File: config.mk
export PLATFORM = sky130hd
export DESIGN_NAME = instr_realign_buffer
export DESIGN_NICKNAME = d
export VERILOG_FILES = /design/src/rtl/instr_realign_buffer.sv
export SDC_FILE = /design/constraint.sdc
export NUM_CORES = 1
export LEC_CHECK = 0
export CAP_MARGIN = 20
export CORE_UTILIZATION = 35
export DETAILED_ROUTE_END_ITERATION = 12
export GPL_ROUTABILITY_DRIVEN = 0
export PLACE_DENSITY = 0.65
export SLEW_MARGIN = 20
export SYNTH_ARGS = -nofsm -noshare
export SYNTH_HDL_FRONTEND = slang
export SYNTH_SLANG_ARGS = --single-unit
File: constraint.sdc
create_clock -name clk_i -period 9.98 [get_ports clk_i]
set_clock_uncertainty 0.15 [all_clocks]
set_input_delay 1.996 -clock clk_i [delete_from_list [all_inputs] [get_ports clk_i]]
set_output_delay 1.996 -clock clk_i [all_outputs]
set_load 0.02 [all_outputs]
File: src/rtl/instr_realign_buffer.sv
// Halfword realignment buffer between an instruction fetch port and a decoder.
// Mixes 16-bit compressed and 32-bit instructions out of fixed-width fetch words.
module instr_realign_buffer #(
  parameter int FETCH_HW = 2,
  parameter int DEPTH_HW = 8
) (
  input  logic                      clk_i,
  input  logic                      rst_i,
  input  logic                      flush_i,
  input  logic [31:0]               flush_pc_i,
  input  logic                      fetch_valid_i,
  output logic                      fetch_ready_o,
  input  logic [16*FETCH_HW-1:0]    fetch_data_i,
  output logic                      instr_valid_o,
  input  logic                      instr_ready_i,
  output logic [31:0]               instr_o,
  output logic [31:0]               instr_pc_o,
  output logic                      is_compressed_o,
  output logic [$clog2(DEPTH_HW):0] count_o
);

  localparam int PTR_W  = $clog2(DEPTH_HW);
  localparam int CNT_W  = PTR_W + 1;
  localparam int DROP_W = $clog2(FETCH_HW);
  localparam logic [CNT_W-1:0] FILL_MAX = CNT_W'(DEPTH_HW - FETCH_HW);

  if (!(FETCH_HW == 2 || FETCH_HW == 4)) begin : g_bad_fetch_hw
    $error("instr_realign_buffer: FETCH_HW must be 2 or 4");
  end
  if ((DEPTH_HW & (DEPTH_HW - 1)) != 0 || DEPTH_HW < 2 * FETCH_HW) begin : g_bad_depth_hw
    $error("instr_realign_buffer: DEPTH_HW must be a power of 2 and >= 2*FETCH_HW");
  end

  logic [15:0]       buf_q [DEPTH_HW];
  logic [PTR_W-1:0]  rd_q, rd_d, wr_q, wr_d, rd_nxt;
  logic [CNT_W-1:0]  count_q, count_d;
  logic [CNT_W-1:0]  push_n, pop_n;
  logic [31:0]       pc_q, pc_d;
  logic [DROP_W-1:0] drop_q, drop_d;

  logic [15:0]       hw0, hw1;
  logic              head_c;
  logic              push_en, pop_en;
  logic [PTR_W-1:0]  wr_idx [FETCH_HW];
  logic [FETCH_HW-1:0] wr_en;
  logic              unused_pc_lsb;

  assign unused_pc_lsb = flush_pc_i[0];

  // Ready depends only on registered occupancy, never on the consumer side.
  assign fetch_ready_o = (count_q <= FILL_MAX);

  assign rd_nxt = rd_q + PTR_W'(1);
  assign hw0    = buf_q[rd_q];
  assign hw1    = buf_q[rd_nxt];
  assign head_c = (hw0[1:0] != 2'b11);

  assign instr_valid_o = ~flush_i &
                         ((count_q >= CNT_W'(2)) | ((count_q == CNT_W'(1)) & head_c));

  // Outputs are forced to zero when nothing complete is presented, so stale
  // or uninitialised slots never leak onto instr_o.
  always_comb begin
    instr_o = 32'h0;
    if (instr_valid_o) begin
      instr_o = head_c ? {16'h0, hw0} : {hw1, hw0};
    end
  end

  assign is_compressed_o = instr_valid_o & head_c;
  assign instr_pc_o      = pc_q;
  assign count_o         = count_q;

  assign push_en = fetch_valid_i & fetch_ready_o & ~flush_i;
  assign pop_en  = instr_valid_o & instr_ready_i;
  assign push_n  = push_en ? (CNT_W'(FETCH_HW) - CNT_W'(drop_q)) : '0;
  assign pop_n   = pop_en ? (head_c ? CNT_W'(1) : CNT_W'(2)) : '0;

  // Halfword k of the fetch word lands k-drop slots past the write pointer.
  always_comb begin
    for (int k = 0; k < FETCH_HW; k++) begin
      wr_en[k]  = push_en & (DROP_W'(k) >= drop_q);
      wr_idx[k] = wr_q + PTR_W'(k) - PTR_W'(drop_q);
    end
  end

  always_comb begin
    count_d = count_q + push_n - pop_n;
    rd_d    = rd_q + PTR_W'(pop_n);
    wr_d    = wr_q + PTR_W'(push_n);
    pc_d    = pc_q;
    drop_d  = push_en ? '0 : drop_q;
    if (pop_en) begin
      pc_d = pc_q + (head_c ? 32'd2 : 32'd4);
    end
    if (flush_i) begin
      count_d = '0;
      rd_d    = '0;
      wr_d    = '0;
      pc_d    = {flush_pc_i[31:1], 1'b0};
      drop_d  = flush_pc_i[DROP_W:1];
    end
  end

  always_ff @(posedge clk_i) begin
    if (rst_i) begin
      count_q <= '0;
      rd_q    <= '0;
      wr_q    <= '0;
      pc_q    <= '0;
      drop_q  <= '0;
    end else begin
      count_q <= count_d;
      rd_q    <= rd_d;
      wr_q    <= wr_d;
      pc_q    <= pc_d;
      drop_q  <= drop_d;
    end
  end

  // Storage carries no reset; occupancy alone decides what is meaningful.
  always_ff @(posedge clk_i) begin
    for (int k = 0; k < FETCH_HW; k++) begin
      if (wr_en[k]) begin
        buf_q[wr_idx[k]] <= fetch_data_i[16*k +: 16];
      end
    end
  end

endmodule
### Word level (Yosys, flattened, before mapping)

Memory sizes are Yosys's and may differ from the RTL's. A register that Yosys moved wholly into a read port is not among the register bits.
Index checks and enable logic that the tools add are counted.

* $add $sub $neg: 10
* multiplexer cells: 15
* shifts and indexed selects: 0
* multiply operators: 0
* reductions and logical operators: 3
* bitwise gates (word level): 10
* equal/unequal tests: 2
* divide/modulo/power cells: 0
* $lt $le $gt $ge: 4

Operator list (number)
* 2-to-1 mux 32 bit: 4
* adder 32 x 3 -> 32 bit: 1
* bitwise AND 1 bit: 8
* adder 3 x 1 -> 3 bit, second input constant: 2
* 2-to-1 mux 1 bit: 6
* 2-to-1 mux 3 bit: 2
* subtractor 3 x 1 -> 3 bit: 2
* adder 4 bit: 1
* == test 4 x 1 -> 1 bit, second input constant: 1
* >= comparator 4 x 2 -> 1 bit, second input constant: 1
* <= comparator 4 x 3 -> 1 bit, second input constant: 1
* 2-to-1 mux 2 bit: 2
* 2-to-1 mux 4 bit: 1
* nonzero test 2 bit: 2
* subtractor 4 x 2 -> 4 bit: 1
* adder 3 x 2 -> 3 bit: 1
* adder 3 bit: 1
* subtractor 2 x 1 -> 3 bit, first input constant: 1
* >= comparator 1 bit, first input constant: 2
* != test 2 bit, second input constant: 1
* OR reduction 2 bit: 1
* inverter 1 bit: 1
* bitwise OR 1 bit: 1

* word-level logic and storage cells: 51
* ROM bits: 0
* memories kept: 1
* latch bits: 0
* bits in registers: 43
* memory bits (writable): 128

Memory list
* buf_q: depth 8, width 16, read ports 2, clocked after Yosys merged registers in 1, write ports 2, RTL line 34 `logic [15:0] buf_q [DEPTH_HW];`

### Logic depth before layout (Yosys ltp)

* depth after elaboration: 8
* gate-level depth with buffers: 15
* mapped depth without buffers: 13

### Least setup slack after synthesis

No wires, ideal clock.

* path kind: input to output
* start: input port flush_i
* end: output port instr_o[10]
* path buffers: 4
* setup slack: 4673 ps
* required time: 7834 ps
* cell stages on the path: 6
* arrival time: 3161 ps
* cell sequence: clkbuf_1 > clkbuf_1 > a21o_1 > clkbuf_1 > buf_2 > nor2_1

* longest elaborated chain between the ends: 3

RTL lines
* start, declared: RTL line 9 `input logic flush_i,`
* inverter 1 bit: RTL line 58 `assign instr_valid_o = ~flush_i &`
* bitwise AND 1 bit: RTL line 58
* 2-to-1 mux 32 bit: RTL line 65 `if (instr_valid_o) begin`
* end, declared: RTL line 16 `output logic [31:0] instr_o,`

No other way between the ends.

### Worst setup path in the final report

* start: register rd_q[0]
* end: output port instr_o[28]

* longest elaborated chain between the ends: 4

RTL lines
* start, declared: RTL line 35 `logic [PTR_W-1:0] rd_q, rd_d, wr_q, wr_d, rd_nxt;`
* start signal, assigned: RTL line 114 `rd_q <= rd_d;`
* adder 3 x 1 -> 3 bit: RTL line 53 `assign rd_nxt = rd_q + PTR_W'(1);`
* memory read (8 x 16 bit)
* 2-to-1 mux 32 bit: RTL line 66 `instr_o = head_c ? {16'h0, hw0} : {hw1, hw0};`
* 2-to-1 mux 32 bit: RTL line 65

No other way between the ends.

==> flow_metrics.env <==
export IMPL_outcome="complete, no violations"
export IMPL_nets=1088
export IMPL_fill_cells=2861
export IMPL_maxSlewViolCount=0
export IMPL_end_kind="output pin"
export IMPL_synth_avg_cell_area_um2=12.2
export IMPL_power_switching_mw=0.570
export IMPL_min_period_ns=7.10
export IMPL_fin_hold_ws_ns=0.435
export IMPL_cts_setup_buffers=0
export IMPL_max_cap_viol_count=0
export IMPL_coreArea_um2=30600
export IMPL_chipHeight_um=178
export IMPL_period_share=0.711
export IMPL_hold_path_class="register to register"
export IMPL_crit_buf_inv=3
export IMPL_seq_area_um2=4690
export IMPL_cts_resized=0
export IMPL_max_freq_ghz=0.141
export IMPL_cts_num_sinks=170
export IMPL_ys_seq_area_frac=0.430
export IMPL_num_io_pins=140
export IMPL_crit_arrival_ns=4.95
export IMPL_drc=0
export IMPL_grtUsageTotal=0.200
export IMPL_drt_antenna_violating_nets=0
export IMPL_criticalPathCategory="register to output pin"
export IMPL_synth_compound_area_frac=0.0995
export IMPL_wl_mm=31.4
export IMPL_hpwl_mm=19.7
export IMPL_switching_share=0.305
export IMPL_root_buffer="clkbuf_16"
export IMPL_dr_wl_met2_mm=14.6
export IMPL_critical_path_top_delay_family="buffers and inverters"
export IMPL_detailedRoute_firstPassIterationCount=5
export IMPL_grt_pass1_vias=7881
export IMPL_cts_buffers=17
export IMPL_crit_path_cell_trace="buf_4 > mux4_2 > mux2i_4 > nor2_4 > inv_2 > or3_1 > a21oi_1 > clkdlybuf4s50_1"
export IMPL_path_clk_slew_ns=0.07
export IMPL_rsz0062_at_grt="false"
export IMPL_p_leak_nw=4.34
export IMPL_p_clk_frac=0.363
export IMPL_ys_ff_latch=170
export IMPL_via_per_inst=5.83
export IMPL_drt_iter0_markers=798
export IMPL_grt_pass1_wl_mm=47.1
export IMPL_worst_ep_required_time_ns=7.83
export IMPL_grt_ovfl_total=0
export IMPL_syn_cell_area_um2=10900
export IMPL_fin_setup_tns_ns=0
export IMPL_h_tree_depth=4
export IMPL_synthFlopType="edfxtp_1"
export IMPL_synth_xor_area_frac=0.00804
export IMPL_cts_hold_fix_buffers=0
export IMPL_clock_tree_buffer_depth=2
export IMPL_start_util=0.356
export IMPL_cts_tree="done"
export IMPL_setup_viol=0
export IMPL_syn_nets=981
export IMPL_crit_slowest_cell="or3_1"
export IMPL_area_growth_pct=21.6
export IMPL_critPathMaxStageDelay_ns=0.87
export IMPL_synth_edff_count=128
export IMPL_antenna_found_initial=0
export IMPL_p_per_area_nw_per_um2=141
export IMPL_vdd_ir_drop_max_mv=0.148
export IMPL_power_internal_mw=1.30
export IMPL_met3_wirelength_mm=2.58
export IMPL_netlist_instances=892
export IMPL_chipWidth_um=178
export IMPL_relSlewSlack=0.258
export IMPL_synth_area_mux_share=0.284
export IMPL_synthSimpleGateAreaFrac=0.109
export IMPL_die_area_um2=31800
export IMPL_drt_met1_wl_mm=13.6
export IMPL_startpoint_type="register"
export IMPL_top_layer="met4"
export IMPL_port_buffers=137
export IMPL_sequentialPowerShare=0.437
export IMPL_multi_input_area_um2=5790
export IMPL_synthAdderAreaFrac=0.0264
export IMPL_finalHoldViolations=0
export IMPL_wl_per_cell_um=22.3
export IMPL_grt_max_degree=78
export IMPL_fp_row_count=64
export IMPL_drive_gt1_frac=0.271
export IMPL_path_max_fanout=49
export IMPL_yosysUniqueCellTypes=68
export IMPL_pwr_share_comb=0.199
export IMPL_synth_warnings=0
export IMPL_num_antenna_cells=0
export IMPL_async_reset_ff_frac=0
export IMPL_worstMarginPinSlew_ns=1.11
export IMPL_route_vias_total=8205
export IMPL_worstSkewPairLatency_ns=0.42
export IMPL_synth_top_family_by_area="multiplexers"
==> cell type report <==
| cell class | count | area share |
|---|---|---|
| clock buffers | 17 | 0.0321 |
| clock inverters | 15 | 0.0124 |
| inverters | 46 | 0.0130 |
| multi-input cells | 610 | 0.437 |
| flip-flops and latches | 170 | 0.354 |
| well taps | 396 | 0.0374 |
| repair buffers | 154 | 0.113 |
==> layout by cell type (no fill, tap or decap), types with 4 or more instances in the layout <==
cell type and n:
a21o_1 12, and3_1 8, and2_1 9, nor2b_1 15
o2111ai_1 5, mux2_2 129, xor2_1 4, o311a_1 5
ha_1 15, and4_1 4, nand2b_1 16, nand2_1 56
a311oi_1 6, mux2i_1 14, fa_1 5, dfxtp_1 40
nand4_1 10, nor2_1 54, a2111oi_2 4, a211oi_1 5
buf_4 16, a21oi_1 37, inv_1 45, a2111oi_0 20
clkdlybuf4s50_1 136, a211o_1 8, edfxtp_1 128, mux4_2 64
nor3_1 10, inv_8 6, clkbuf_16 17, a2111oi_1 5
nand3_1 19, nor4_1 11, or2_2 4, xnor2_1 6
==> layer usage <==
layer / global-route usage / up-vias
li1: - / 3695
met1: 0.272 / 4084
met2: 0.322 / 392
met3: 0.0388 / 34
met4: 0.0561 / 0
met5: 0 / -
==> power groups by stage <==
stage / Combinational (mW) / Clock (mW) / Sequential (mW)
detailed placement: 0.371 / 0 / 0.835
floorplan: 0.211 / 0 / 0.838
CTS: 0.373 / 0.692 / 0.819
global placement: 0.368 / 0 / 0.833
global route: 0.402 / 0.720 / 0.823
finish: 0.373 / 0.680 / 0.819
==> cell families after synthesis <==
| family | Yosys count |
|---|---|
| buffers and inverters | 112 |
| muxes | 210 |
| and+or+nand+nor | 232 |
| xor gates and xnor gates | 10 |
| other | 1 |
| AOI/OAI and AO/OA | 137 |
| DFF | 170 |
| adders and majority gates | 20 |
==> path summary, 6_finish.rpt <==
path              slack, ns           from  depth (start not counted)        endpoint
setup reg to reg       4.80        rd_q[0]                         11  instr_pc_o[29]
hold reg to reg        0.43  instr_pc_o[6]                          1   instr_pc_o[6]
hold / removal         0.43  instr_pc_o[6]                          1   instr_pc_o[6]
setup / recovery       2.88        rd_q[0]                          8     instr_o[28]
==> per-stage QoR <==
stage	power [mW]	setup slack, ns	instances	cell area (um2)	util
floorplan	1.05	4.67	892	10900	-
global placement	1.20	3.37	1375	12600	0.413
detailed placement	1.21	3.34	1375	12600	0.413
CTS	1.88	2.87	1407	13200	0.432
global route	1.95	2.67	1408	13200	0.433
finish	1.87	2.88	1408	13200	0.433
==> cells in the mapped netlist (all sizes together), types with 9 or more instances <==
master | instances | area [um2]
a21oi | 37 | 185
edfxtp | 128 | 3840
dfxtp | 42 | 841
nand2 | 57 | 214
clkbuf | 38 | 143
buf | 28 | 145
nor4 | 11 | 68.8
nor2b | 15 | 93.8
inv | 46 | 173
ha | 15 | 188
nor3 | 12 | 76.3
nand4 | 11 | 75.1
mux4 | 64 | 1440
a21o | 12 | 90.1
mux2i | 16 | 185
nand2b | 16 | 100
nor2 | 57 | 226
mux2 | 130 | 1470
nand3 | 21 | 115
a2111oi | 29 | 285
and2 | 9 | 56.3
==> state kept, by name, summed over array words and instances, names as in the netlist <==
| name | cells |
|---|---|
| buf_q | 128 |
| instr_pc_o | 31 |
| count_o | 4 |
| rd_q | 3 |
| wr_q | 3 |
| drop_q | 1 |
==> worst reg2reg max path, delay by kind of cell (launching register included) <==
kind | cells | cell delay [ns]
and+or+nand+nor | 3 | 1.20
DFF | 1 | 0.53
muxes | 2 | 1.12
AOI/OAI and AO/OA | 2 | 0.54
adders and majority gates | 2 | 0.55
buffers and inverters | 2 | 0.98
Note: power is estimated with default switching activity, not from simulation.
